<file path="src/rtl/atm_keypad_entry_if.sv">
// Keypad-entry bundle: key input stream, request handshake and status.
// master = keypad/controller side, slave = atm_keypad_entry.
interface atm_keypad_entry_if;
    logic        key_valid;
    logic [3:0]  key_code;
    logic        req_ready;
    logic        req_valid;
    logic [3:0]  acc_num;
    logic [15:0] pin;
    logic [15:0] new_pin;
    logic [31:0] amount;
    logic [2:0]  operation;
    logic [2:0]  entry_state;
    logic [3:0]  digit_cnt;
    logic        abort;
    logic        timeout;

    modport master (
        output key_valid, key_code, req_ready,
        input  req_valid, acc_num, pin, new_pin, amount, operation,
               entry_state, digit_cnt, abort, timeout
    );

    modport slave (
        input  key_valid, key_code, req_ready,
        output req_valid, acc_num, pin, new_pin, amount, operation,
               entry_state, digit_cnt, abort, timeout
    );
endinterface

</file>
<file path="src/rtl/atm_keypad_entry.sv">
// Keypad front-end for the ATM controller: assembles account, PIN, operation
// and amount / new PIN from serial key codes and offers the result on a
// valid/ready handshake. Handles CANCEL, entry timeout and field checks.
// Optional feature macro: ENTRY_BACKSPACE_EN (key 12 deletes the last digit).
module atm_keypad_entry #(
    parameter int TIMEOUT_CYCLES    = 1000,
    parameter int MAX_AMOUNT_DIGITS = 6
) (
    input logic                  clk,
    input logic                  rst,
    atm_keypad_entry_if.slave    bus
);

`ifdef ENTRY_BACKSPACE_EN
    localparam bit BACKSPACE_EN = 1'b1;
`else
    localparam bit BACKSPACE_EN = 1'b0;
`endif

    localparam int TIMER_W = (TIMEOUT_CYCLES > 1) ? $clog2(TIMEOUT_CYCLES) : 1;
    localparam logic [TIMER_W-1:0] TIMER_LAST = TIMER_W'(TIMEOUT_CYCLES - 1);
    localparam logic [3:0] MAX_AMT = 4'(MAX_AMOUNT_DIGITS);

    localparam logic [3:0] K_ENTER  = 4'd10;
    localparam logic [3:0] K_CANCEL = 4'd11;
    localparam logic [3:0] K_BACK   = 4'd12;

    typedef enum logic [2:0] {
        S_IDLE   = 3'd0,
        S_ACC    = 3'd1,
        S_PIN    = 3'd2,
        S_OP     = 3'd3,
        S_AMOUNT = 3'd4,
        S_NEWPIN = 3'd5,
        S_READY  = 3'd6
    } state_t;

    state_t               state_r, state_nxt;
    logic [3:0]           acc_r, acc_nxt;
    logic [15:0]          pin_r, pin_nxt;
    logic [15:0]          new_pin_r, new_pin_nxt;
    logic [31:0]          amount_r, amount_nxt;
    logic [2:0]           op_r, op_nxt;
    logic [3:0]           cnt_r, cnt_nxt;
    logic                 abort_r, abort_nxt;
    logic                 timeout_r, timeout_nxt;
    logic [TIMER_W-1:0]   timer_r, timer_nxt;

    logic                 is_digit;
    logic                 accepted;
    logic                 clear_all;
    logic [15:0]          field_cur, field_nxt;

    // State and field registers.
    // NOTE: sequential state uses non-blocking assignments only, so every
    // register samples the pre-edge value of every other register.
    always_ff @(posedge clk or negedge rst) begin
        if (!rst) begin
            state_r   <= S_IDLE;
            acc_r     <= '0;
            pin_r     <= '0;
            new_pin_r <= '0;
            amount_r  <= '0;
            op_r      <= '0;
            cnt_r     <= '0;
            abort_r   <= 1'b0;
            timeout_r <= 1'b0;
            timer_r   <= '0;
        end else begin
            state_r   <= state_nxt;
            acc_r     <= acc_nxt;
            pin_r     <= pin_nxt;
            new_pin_r <= new_pin_nxt;
            amount_r  <= amount_nxt;
            op_r      <= op_nxt;
            cnt_r     <= cnt_nxt;
            abort_r   <= abort_nxt;
            timeout_r <= timeout_nxt;
            timer_r   <= timer_nxt;
        end
    end

    // Next-state, field update, cancel and timeout logic.
    always_comb begin
        // NOTE: every signal gets a default first so no path infers a latch.
        state_nxt   = state_r;
        acc_nxt     = acc_r;
        pin_nxt     = pin_r;
        new_pin_nxt = new_pin_r;
        amount_nxt  = amount_r;
        op_nxt      = op_r;
        cnt_nxt     = cnt_r;
        abort_nxt   = 1'b0;
        timeout_nxt = 1'b0;
        timer_nxt   = timer_r;
        accepted    = 1'b0;
        clear_all   = 1'b0;
        is_digit    = (bus.key_code <= 4'd9);
        field_cur   = (state_r == S_NEWPIN) ? new_pin_r : pin_r;
        field_nxt   = field_cur;

        unique case (state_r)
            S_IDLE: begin
                if (bus.key_valid && is_digit) begin
                    acc_nxt   = bus.key_code;
                    cnt_nxt   = 4'd1;
                    state_nxt = S_ACC;
                end
            end
            S_ACC: begin
                if (bus.key_valid && is_digit) begin
                    acc_nxt  = bus.key_code;
                    accepted = 1'b1;
                end else if (bus.key_valid && bus.key_code == K_ENTER) begin
                    cnt_nxt   = 4'd0;
                    state_nxt = S_PIN;
                    accepted  = 1'b1;
                end
            end
            S_PIN, S_NEWPIN: begin
                if (bus.key_valid && is_digit && cnt_r < 4'd4) begin
                    field_nxt = {field_cur[11:0], bus.key_code};
                    cnt_nxt   = cnt_r + 4'd1;
                    accepted  = 1'b1;
                end else if (bus.key_valid && bus.key_code == K_ENTER && cnt_r == 4'd4) begin
                    cnt_nxt   = 4'd0;
                    state_nxt = (state_r == S_PIN) ? S_OP : S_READY;
                    accepted  = 1'b1;
                end else if (BACKSPACE_EN && bus.key_valid && bus.key_code == K_BACK
                             && cnt_r != 4'd0) begin
                    field_nxt = {4'h0, field_cur[15:4]};
                    cnt_nxt   = cnt_r - 4'd1;
                    accepted  = 1'b1;
                end
                if (state_r == S_PIN) pin_nxt = field_nxt;
                else                  new_pin_nxt = field_nxt;
            end
            S_OP: begin
                if (bus.key_valid && is_digit && bus.key_code >= 4'd1 && bus.key_code <= 4'd5) begin
                    op_nxt   = bus.key_code[2:0];
                    accepted = 1'b1;
                end else if (bus.key_valid && bus.key_code == K_ENTER && op_r != 3'd0) begin
                    accepted = 1'b1;
                    unique case (op_r)
                        3'd1:       state_nxt = S_READY;
                        3'd2, 3'd3: state_nxt = S_AMOUNT;
                        3'd4:       state_nxt = S_NEWPIN;
                        default: begin
                            abort_nxt = 1'b1;
                            clear_all = 1'b1;
                        end
                    endcase
                end
            end
            S_AMOUNT: begin
                if (bus.key_valid && is_digit && cnt_r < MAX_AMT) begin
                    amount_nxt = amount_r * 32'd10 + {28'd0, bus.key_code};
                    cnt_nxt    = cnt_r + 4'd1;
                    accepted   = 1'b1;
                end else if (bus.key_valid && bus.key_code == K_ENTER && amount_r != 32'd0) begin
                    cnt_nxt   = 4'd0;
                    state_nxt = S_READY;
                    accepted  = 1'b1;
                end else if (BACKSPACE_EN && bus.key_valid && bus.key_code == K_BACK
                             && cnt_r != 4'd0) begin
                    amount_nxt = amount_r / 32'd10;
                    cnt_nxt    = cnt_r - 4'd1;
                    accepted   = 1'b1;
                end
            end
            S_READY: begin
                if (bus.req_ready) clear_all = 1'b1;
            end
            default: clear_all = 1'b1;
        endcase

        // CANCEL aborts any partial entry; a presented request cannot be cancelled.
        if (bus.key_valid && bus.key_code == K_CANCEL
            && state_r != S_IDLE && state_r != S_READY) begin
            abort_nxt = 1'b1;
            clear_all = 1'b1;
            accepted  = 1'b1;
        end

        // Inactivity timer: accepted keys and state changes restart it.
        if (state_r == S_IDLE) begin
            timer_nxt = '0;
        end else if (state_r != S_READY) begin
            if (accepted || state_nxt != state_r) begin
                timer_nxt = '0;
            end else if (timer_r == TIMER_LAST) begin
                timeout_nxt = 1'b1;
                clear_all   = 1'b1;
            end else begin
                timer_nxt = timer_r + 1'b1;
            end
        end

        if (clear_all) begin
            state_nxt   = S_IDLE;
            acc_nxt     = '0;
            pin_nxt     = '0;
            new_pin_nxt = '0;
            amount_nxt  = '0;
            op_nxt      = '0;
            cnt_nxt     = '0;
            timer_nxt   = '0;
        end
    end

    assign bus.req_valid   = (state_r == S_READY);
    assign bus.acc_num     = acc_r;
    assign bus.pin         = pin_r;
    assign bus.new_pin     = new_pin_r;
    assign bus.amount      = amount_r;
    assign bus.operation   = op_r;
    assign bus.entry_state = state_r;
    assign bus.digit_cnt   = cnt_r;
    assign bus.abort       = abort_r;
    assign bus.timeout     = timeout_r;

endmodule

</file>
<file path="src/flat_wrapper.sv">
// flat-port wrapper written by rule: the top's interface ports become plain ports
module atm_keypad_entry_flat 
#(
    parameter int TIMEOUT_CYCLES    = 1000,
    parameter int MAX_AMOUNT_DIGITS = 6
)
  (clk, rst, bus_key_valid, bus_key_code, bus_req_ready, bus_req_valid, bus_acc_num, bus_pin, bus_new_pin, bus_amount, bus_operation, bus_entry_state, bus_digit_cnt, bus_abort, bus_timeout);
  atm_keypad_entry_if bus_i ();
  input logic clk;
  input logic rst;
  input wire logic [$bits(bus_i.key_valid)-1:0] bus_key_valid;
  input wire logic [$bits(bus_i.key_code)-1:0] bus_key_code;
  input wire logic [$bits(bus_i.req_ready)-1:0] bus_req_ready;
  output wire logic [$bits(bus_i.req_valid)-1:0] bus_req_valid;
  output wire logic [$bits(bus_i.acc_num)-1:0] bus_acc_num;
  output wire logic [$bits(bus_i.pin)-1:0] bus_pin;
  output wire logic [$bits(bus_i.new_pin)-1:0] bus_new_pin;
  output wire logic [$bits(bus_i.amount)-1:0] bus_amount;
  output wire logic [$bits(bus_i.operation)-1:0] bus_operation;
  output wire logic [$bits(bus_i.entry_state)-1:0] bus_entry_state;
  output wire logic [$bits(bus_i.digit_cnt)-1:0] bus_digit_cnt;
  output wire logic [$bits(bus_i.abort)-1:0] bus_abort;
  output wire logic [$bits(bus_i.timeout)-1:0] bus_timeout;
  assign bus_i.key_valid = bus_key_valid;
  assign bus_i.key_code = bus_key_code;
  assign bus_i.req_ready = bus_req_ready;
  assign bus_req_valid = bus_i.req_valid;
  assign bus_acc_num = bus_i.acc_num;
  assign bus_pin = bus_i.pin;
  assign bus_new_pin = bus_i.new_pin;
  assign bus_amount = bus_i.amount;
  assign bus_operation = bus_i.operation;
  assign bus_entry_state = bus_i.entry_state;
  assign bus_digit_cnt = bus_i.digit_cnt;
  assign bus_abort = bus_i.abort;
  assign bus_timeout = bus_i.timeout;
  atm_keypad_entry #(.TIMEOUT_CYCLES(TIMEOUT_CYCLES), .MAX_AMOUNT_DIGITS(MAX_AMOUNT_DIGITS)) u_core (.clk(clk), .rst(rst), .bus(bus_i));
endmodule
</file>
<file path="config.mk">
export PLATFORM = sky130hd
export DESIGN_NAME = atm_keypad_entry_flat
export DESIGN_NICKNAME = d
export VERILOG_FILES = /design/src/rtl/atm_keypad_entry_if.sv /design/src/rtl/atm_keypad_entry.sv /design/src/flat_wrapper.sv
export SDC_FILE = /design/constraint.sdc
export NUM_CORES = 1
export LEC_CHECK = 0
export ABC_AREA = 1
export ABC_CLOCK_PERIOD_IN_PS = 4110
export CORE_UTILIZATION = 35
export DETAILED_ROUTE_END_ITERATION = 8
export PLACE_DENSITY_LB_ADDON = 0.12
export SETUP_SLACK_MARGIN = 0.1
export SKIP_LAST_GASP = 1
export SLEW_MARGIN = 10
export SYNTH_ARGS = -nofsm -noshare
export SYNTH_HDL_FRONTEND = slang
export SYNTH_SLANG_ARGS = --single-unit
</file>
<file path="constraint.sdc">
create_clock -name clk -period 4.11 [get_ports clk]
set_clock_uncertainty 0.15 [all_clocks]
set_input_delay 0.6165 -clock clk [delete_from_list [all_inputs] [get_ports clk]]
set_output_delay 0.6165 -clock clk [all_outputs]
set_load 0.005 [all_outputs]
</file>
# == Word-level counts from Yosys, hierarchy flattened ==
# Cells that the tools add are included.
# classes
shifts,0
mux,70
add_sub_neg,3
n_mul,1
magnitude_cmp,5
n_reduce_logical,39
n_bitwise,0
n_div,0
n_eq_ne,23
# ops
cell,count
$mux W16,8
$mux W32,3
$mux W10,5
$mux W4,11
$mux W3,14
$add A32 B4 Y32,1
$mul A32 B3 Y31 const B,1
$reduce_bool A32 Y1,1
$mux W1,24
$pmux W4 S4,1
$reduce_bool A2 Y1,8
$pmux W3 S5,1
$eq A3 B2 Y1 const B,4
$eq A3 B3 Y1 const B,4
$logic_and A1 B1 Y1,12
$ne A4 B1 Y1 const B,3
$reduce_and A2 Y1,6
$add A10 B1 Y10 const B,1
$eq A10 B10 Y1 const B,1
$pmux W3 S3,1
$reduce_bool A3 Y1,3
$eq A4 B4 Y1 const B,2
$lt A4 B3 Y1 const B,2
$eq A3 B1 Y1 const B,2
19 further kinds,22
# totals
latch_bits,0
wordCells,151
output_inout_bits,81
reg_bits,90
rom_bits,0
mem_count,0
ramBits,0

# == Logic depth before layout (Yosys ltp) ==
# depth
word_depth,13
ltp_mapped,21
depth_no_buf,21

# == Worst setup path after synthesis ==
# No wires, ideal clock.
# synth_path
path_type,register to register
start,"reg u_core.amount_r[1], in the netlist u_core.bus.amount[1]"
end,"reg u_core.amount_r[22], in the netlist u_core.bus.amount[22]"
setup_slack_ps,972
synth_period_minus_slack_ps,3138
arrival_time_ps,2872
path_buffers,0
path_stages_with_launch,22
required_ps,3843
setup_ps,117
path_cell_list,dfrtp_1 -> ha_1 -> ha_1 -> inv_1 -> fa_1 -> inv_1 -> nand3_1 -> nand3_2 -> nand2_1 -> nand2_2 -> xor2_2 -> inv_2 -> nor2_2 -> nand2_2 -> nor2_4 -> nand3_2 -> nor2_4 -> nand2_1 -> nand2_1 -> nand2_1 -> nand2_1 -> nand2_1
# synth_between
elab_chain_cells,12
word_cells_on_any_way,22
cone_classes,add/sub: 1; mul: 1; eq/ne: 1; mux: 13; reduce/logical: 6
# synth_lines
element,line_no,rtl
from (decl),atm_keypad_entry.sv:42,"logic [31:0] amount_r, amount_nxt;"
from (signal assigned),atm_keypad_entry.sv:74,amount_r <= amount_nxt;
branches (longest 12 deep; another with $mul A32 B3 Y31),n/a,
# Parallel ways; which one is timed is not known. The select of a mux whose other input is x is not followed.
# A chain may end at the register's enable or synchronous reset.

# == Worst setup path after layout ==
# layout_path
start,"reg u_core.amount_r[1], in the netlist u_core.bus.amount[1]"
end,"reg u_core.amount_r[21], in the netlist u_core.bus.amount[21]"
# The elaborated chain is that of the path after synthesis.

==> results.md <==
- Status: completed
- Max stage delay on crit path: 0.48 ns
- Largest net degree at the start of global routing: 70
- Synthesized area: just under 8000 um^2
- Root Buffer: clkbuf_16
- Max-cap viol count: 0
- Worst-path clk slew: roughly 0.07 ns
- CP Capture Type: flip-flop
- Min Clock Period, post-route: around 3.8 ns
- Detailed Route WL: about 24000 um
- Top cells by area, synth: dfrtp_1, nand2_1, ha_1
- Layout cell share with drive strength beyond 1: 0.0617
- Vias in the first global route: 7341
- Sequential-to-total area share from yosys stat: 0.287
- Clock Sinks: 90
- Number of DRC violations after detailed-routing iteration 0: about 600
- Post-synthesis instance total: between 1000 and 1500
- Clock share of power: 0.119
- Critical Path RT: between 4 and 5 ns
- Via Count: about 8000
- Comb pwr share: 0.646
- Input/output buffers: between 80 and 90
- Max IR drop VDD: a little under 0.0003 V
- Die height: between 150 and 200 um
- Core area: roughly 22000 um^2
- Placer congestion estimate: slightly above 0.9
- Leakage power: 4.84 nW
- Ys Warns: 0
- N_diodes: 0
- Via density: between 5 and 6
- Fmax: between 200 and 300 MHz
- Final setup viols: 0
- Synth async-reset ratio: 1.00
- RSZ-0062 raised after global routing: true
- Row count: 54
- Syn_nets: approximately 1300
- Cell family with most CP delay: adder cells
- Fraction of power consumed by sequential logic: 0.235
- Power Internal: between 3 and 4 mW
- Most frequent CP cell: inv_1
- Post-DR wirelength/cell: around 15 um
- Max_slew headroom: 0.395
- Total iterations of the first detailed-routing run: 8
- First-pass GRT wire length: about 40000 um
- Switching Share: 0.507
- CP max FO: 6
- Count of flip-flops with a built-in enable after synthesis: 0
- Fillers: ~2400
- Hold-fix buffers, CTS: 0
- Slew @ Worst Pin: just over 0.9 ns
- Final net count: 1377
- Startpoint Class: flip-flop
- CTS tree: built
- Die width: approximately 150 um
- WS Path Type: flip-flop to flip-flop
- Crit-path slowest cell: dfrtp_1
- Initial Utilization: 0.359
- Worst path arrival time: 3.84 ns
- Io pins: 89
- Area leader, netlist: dfrtp_1
- Netlist cell types: 45
- Switching power: approximately 3.5 mW
- Setup TNS: 0 ns
- Fin crit share: 0.917
- H-tree depth: 3
- Remaining antenna violation count: 0
- Die area: about 23000 um^2
- Critical path cell sequence: ha_1 > ha_1 > inv_1 > fa_1 > xnor2_2 > nand3_1 > inv_1 > nand3_1 > inv_1 > nand4_1 > nor2_2 > nand4_1 > o211ai_1 > nand2_1
- Final Slew Violations: 0
- CTS Buf Count: 9
- #FFs+latches synth: 90
- Clock buffer depth: 2
- Initial antenna violation count: 0
- Mapped Avg Cell Area: ~6.5 um^2
- GRT Resource Usage Total: 0.214
- Top cell type's share of synthesized area: 0.287
- Final count of hold timing violations: 0
- Grt ovf: 0
- Post-detail-place hpwl: 19300 um
- Worst hold-check path type: primary input to asynchronous set/reset pin
- Top FF cell, synth: dfrtp_1
- Clock Latency Late Sink: approximately 0.34 ns
- Hold_ws: 0.247 ns
- PD cells: between 700 and 800 nW/um^2
- Area delta synth->final: 19.6%
- DRC: 0
- CP Buf/Inv Count: 3
[final timing paths]
path / start / to / slack [ns] / depth (start not counted)
setup / recovery: u_core.bus.amount[1]$_DFFE_PN0P_ / u_core.bus.amount[21]$_DFFE_PN0P_ / 0.34 / 14
hold / removal: rst / u_core.bus.amount[26]$_DFFE_PN0P_ / 0.25 / 1
setup reg to reg: u_core.bus.amount[1]$_DFFE_PN0P_ / u_core.bus.amount[21]$_DFFE_PN0P_ / 0.34 / 14
hold reg to reg: u_core.bus.acc_num[3]$_DFFE_PN0P_ / u_core.bus.acc_num[3]$_DFFE_PN0P_ / 0.34 / 2
max in group asynchronous: rst / u_core.bus.pin[15]$_DFFE_PN0P_ / 2.70 / 2
min in group clk: u_core.bus.acc_num[3]$_DFFE_PN0P_ / u_core.bus.acc_num[3]$_DFFE_PN0P_ / 0.34 / 2
[power by group through the flow]
stage | Clock (mW) | Sequential [mW] | Combinational [mW]
final | 0.820 | 1.62 | 4.45
after global routing | 0.878 | 1.68 | 5.00
after CTS | 0.840 | 1.63 | 4.42
after detailed placement | 0 | 1.64 | 4.39
after global placement | 0 | 1.65 | 4.40
after floorplan | 0 | 1.53 | 2.83
[cell type report]
| type | instances | area [um^2] | area share |
|---|---|---|---|
| Inverter | 184 | 691 | 0.0735 |
| Clock inverter | 7 | 58.8 | 0.00626 |
| Sequential cell | 90 | 2250 | 0.240 |
| Timing Repair Buffer | 102 | 983 | 0.105 |
| Tap cell | 280 | 350 | 0.0373 |
| Multi-Input combinational cell | 920 | 4840 | 0.515 |
| Clock buffer | 9 | 225 | 0.0240 |
[stage by stage]
step | power, mW | std cells | cell area [um^2] | worst slack, ns | util
final | 6.90 | 1592 | 9400 | 0.342 | 0.429
after CTS | 6.90 | 1592 | 9380 | 0.282 | 0.428
after global routing | 7.56 | 1592 | 9400 | 0.0912 | 0.429
after floorplan | 4.36 | 1215 | 7860 | 0.972 | -
after global placement | 6.05 | 1576 | 9090 | 0.245 | 0.415
after detailed placement | 6.03 | 1576 | 9090 | 0.267 | 0.415
[cells in the mapped netlist (10+ instances only)]
cell type / instances
a21oi_1: 27
dfrtp_1: 90
o21ai_0: 48
nor3_1: 17
nor2_1: 86
inv_2: 10
nand2_2: 11
o21ai_1: 23
ha_1: 60
inv_1: 171
xor2_1: 11
nand3_1: 88
nand2_1: 421
o22ai_1: 13
nand4_1: 34
[timing repair]
| action | in CTS | in global routing |
|---|---|---|
| setup endpoints to repair | 0 | 2 |
| gates resized for setup | 0 | 2 |
| setup buffers | 0 | 0 |
[layer usage]
layer  share of wire  wire, um  track usage
met5               0         0            0
met2            0.42     10200        0.320
met3           0.064      1560       0.0348
met1            0.51     12400        0.326
met4          0.0079       194       0.0314
[cells by family after synthesis]
| logic type | share of synthesized area |
|---|---|
| and+or+nand+nor | 0.386 |
| adders and majority gates | 0.101 |
| DFF | 0.287 |
| AOI/OAI and AO/OA | 0.0921 |
| buffers and inverters | 0.100 |
| muxes | 0.00382 |
| xor gates and xnor gates | 0.0304 |
[flip-flops by register name (all words and copies together) (netlist names)]
register	cells
u_core.bus.pin	16
u_core.bus.amount	32
u_core.bus.operation	3
u_core.bus.timeout	1
u_core.bus.new_pin	16
u_core.timer_r	10
u_core.bus.entry_state	3
u_core.bus.digit_cnt	4
u_core.bus.acc_num	4
u_core.bus.abort	1
[layout by cell type, fill, tap and decap left out, types with 2 or more instances in the layout]
| master | synthesis | routed |
|---|---|---|
| nand2_1 | 421 | 421 |
| inv_1 | 171 | 171 |
| dfrtp_1 | 90 | 90 |
| nand3_1 | 88 | 88 |
| clkdlybuf4s50_1 | 0 | 87 |
| nor2_1 | 86 | 85 |
| ha_1 | 60 | 60 |
| o21ai_0 | 48 | 48 |
| nand4_1 | 34 | 34 |
| a21oi_1 | 27 | 27 |
| o21ai_1 | 23 | 23 |
| nor3_1 | 17 | 17 |
| buf_4 | 2 | 15 |
| o22ai_1 | 13 | 13 |
| nand2_2 | 11 | 11 |
| xor2_1 | 11 | 11 |
| inv_2 | 10 | 10 |
| nor2_2 | 9 | 10 |
| clkbuf_16 | 0 | 9 |
| a31oi_1 | 8 | 8 |
| nand3b_1 | 8 | 8 |
| xnor2_1 | 7 | 6 |
| nor4_1 | 5 | 5 |
| and2_1 | 5 | 5 |
| nor2_4 | 5 | 5 |
| o211ai_1 | 4 | 4 |
| clkinv_1 | 3 | 3 |
| or2_2 | 3 | 3 |
| mux2i_1 | 3 | 3 |
| nand3_2 | 3 | 3 |
| xor2_2 | 4 | 3 |
| inv_6 | 0 | 3 |
| nor3_2 | 2 | 2 |
| o31ai_1 | 2 | 2 |
| o21bai_1 | 2 | 2 |
| xnor2_2 | 1 | 2 |
| fa_1 | 2 | 2 |
No activity file was read; power rests on OpenSTA's default activity.
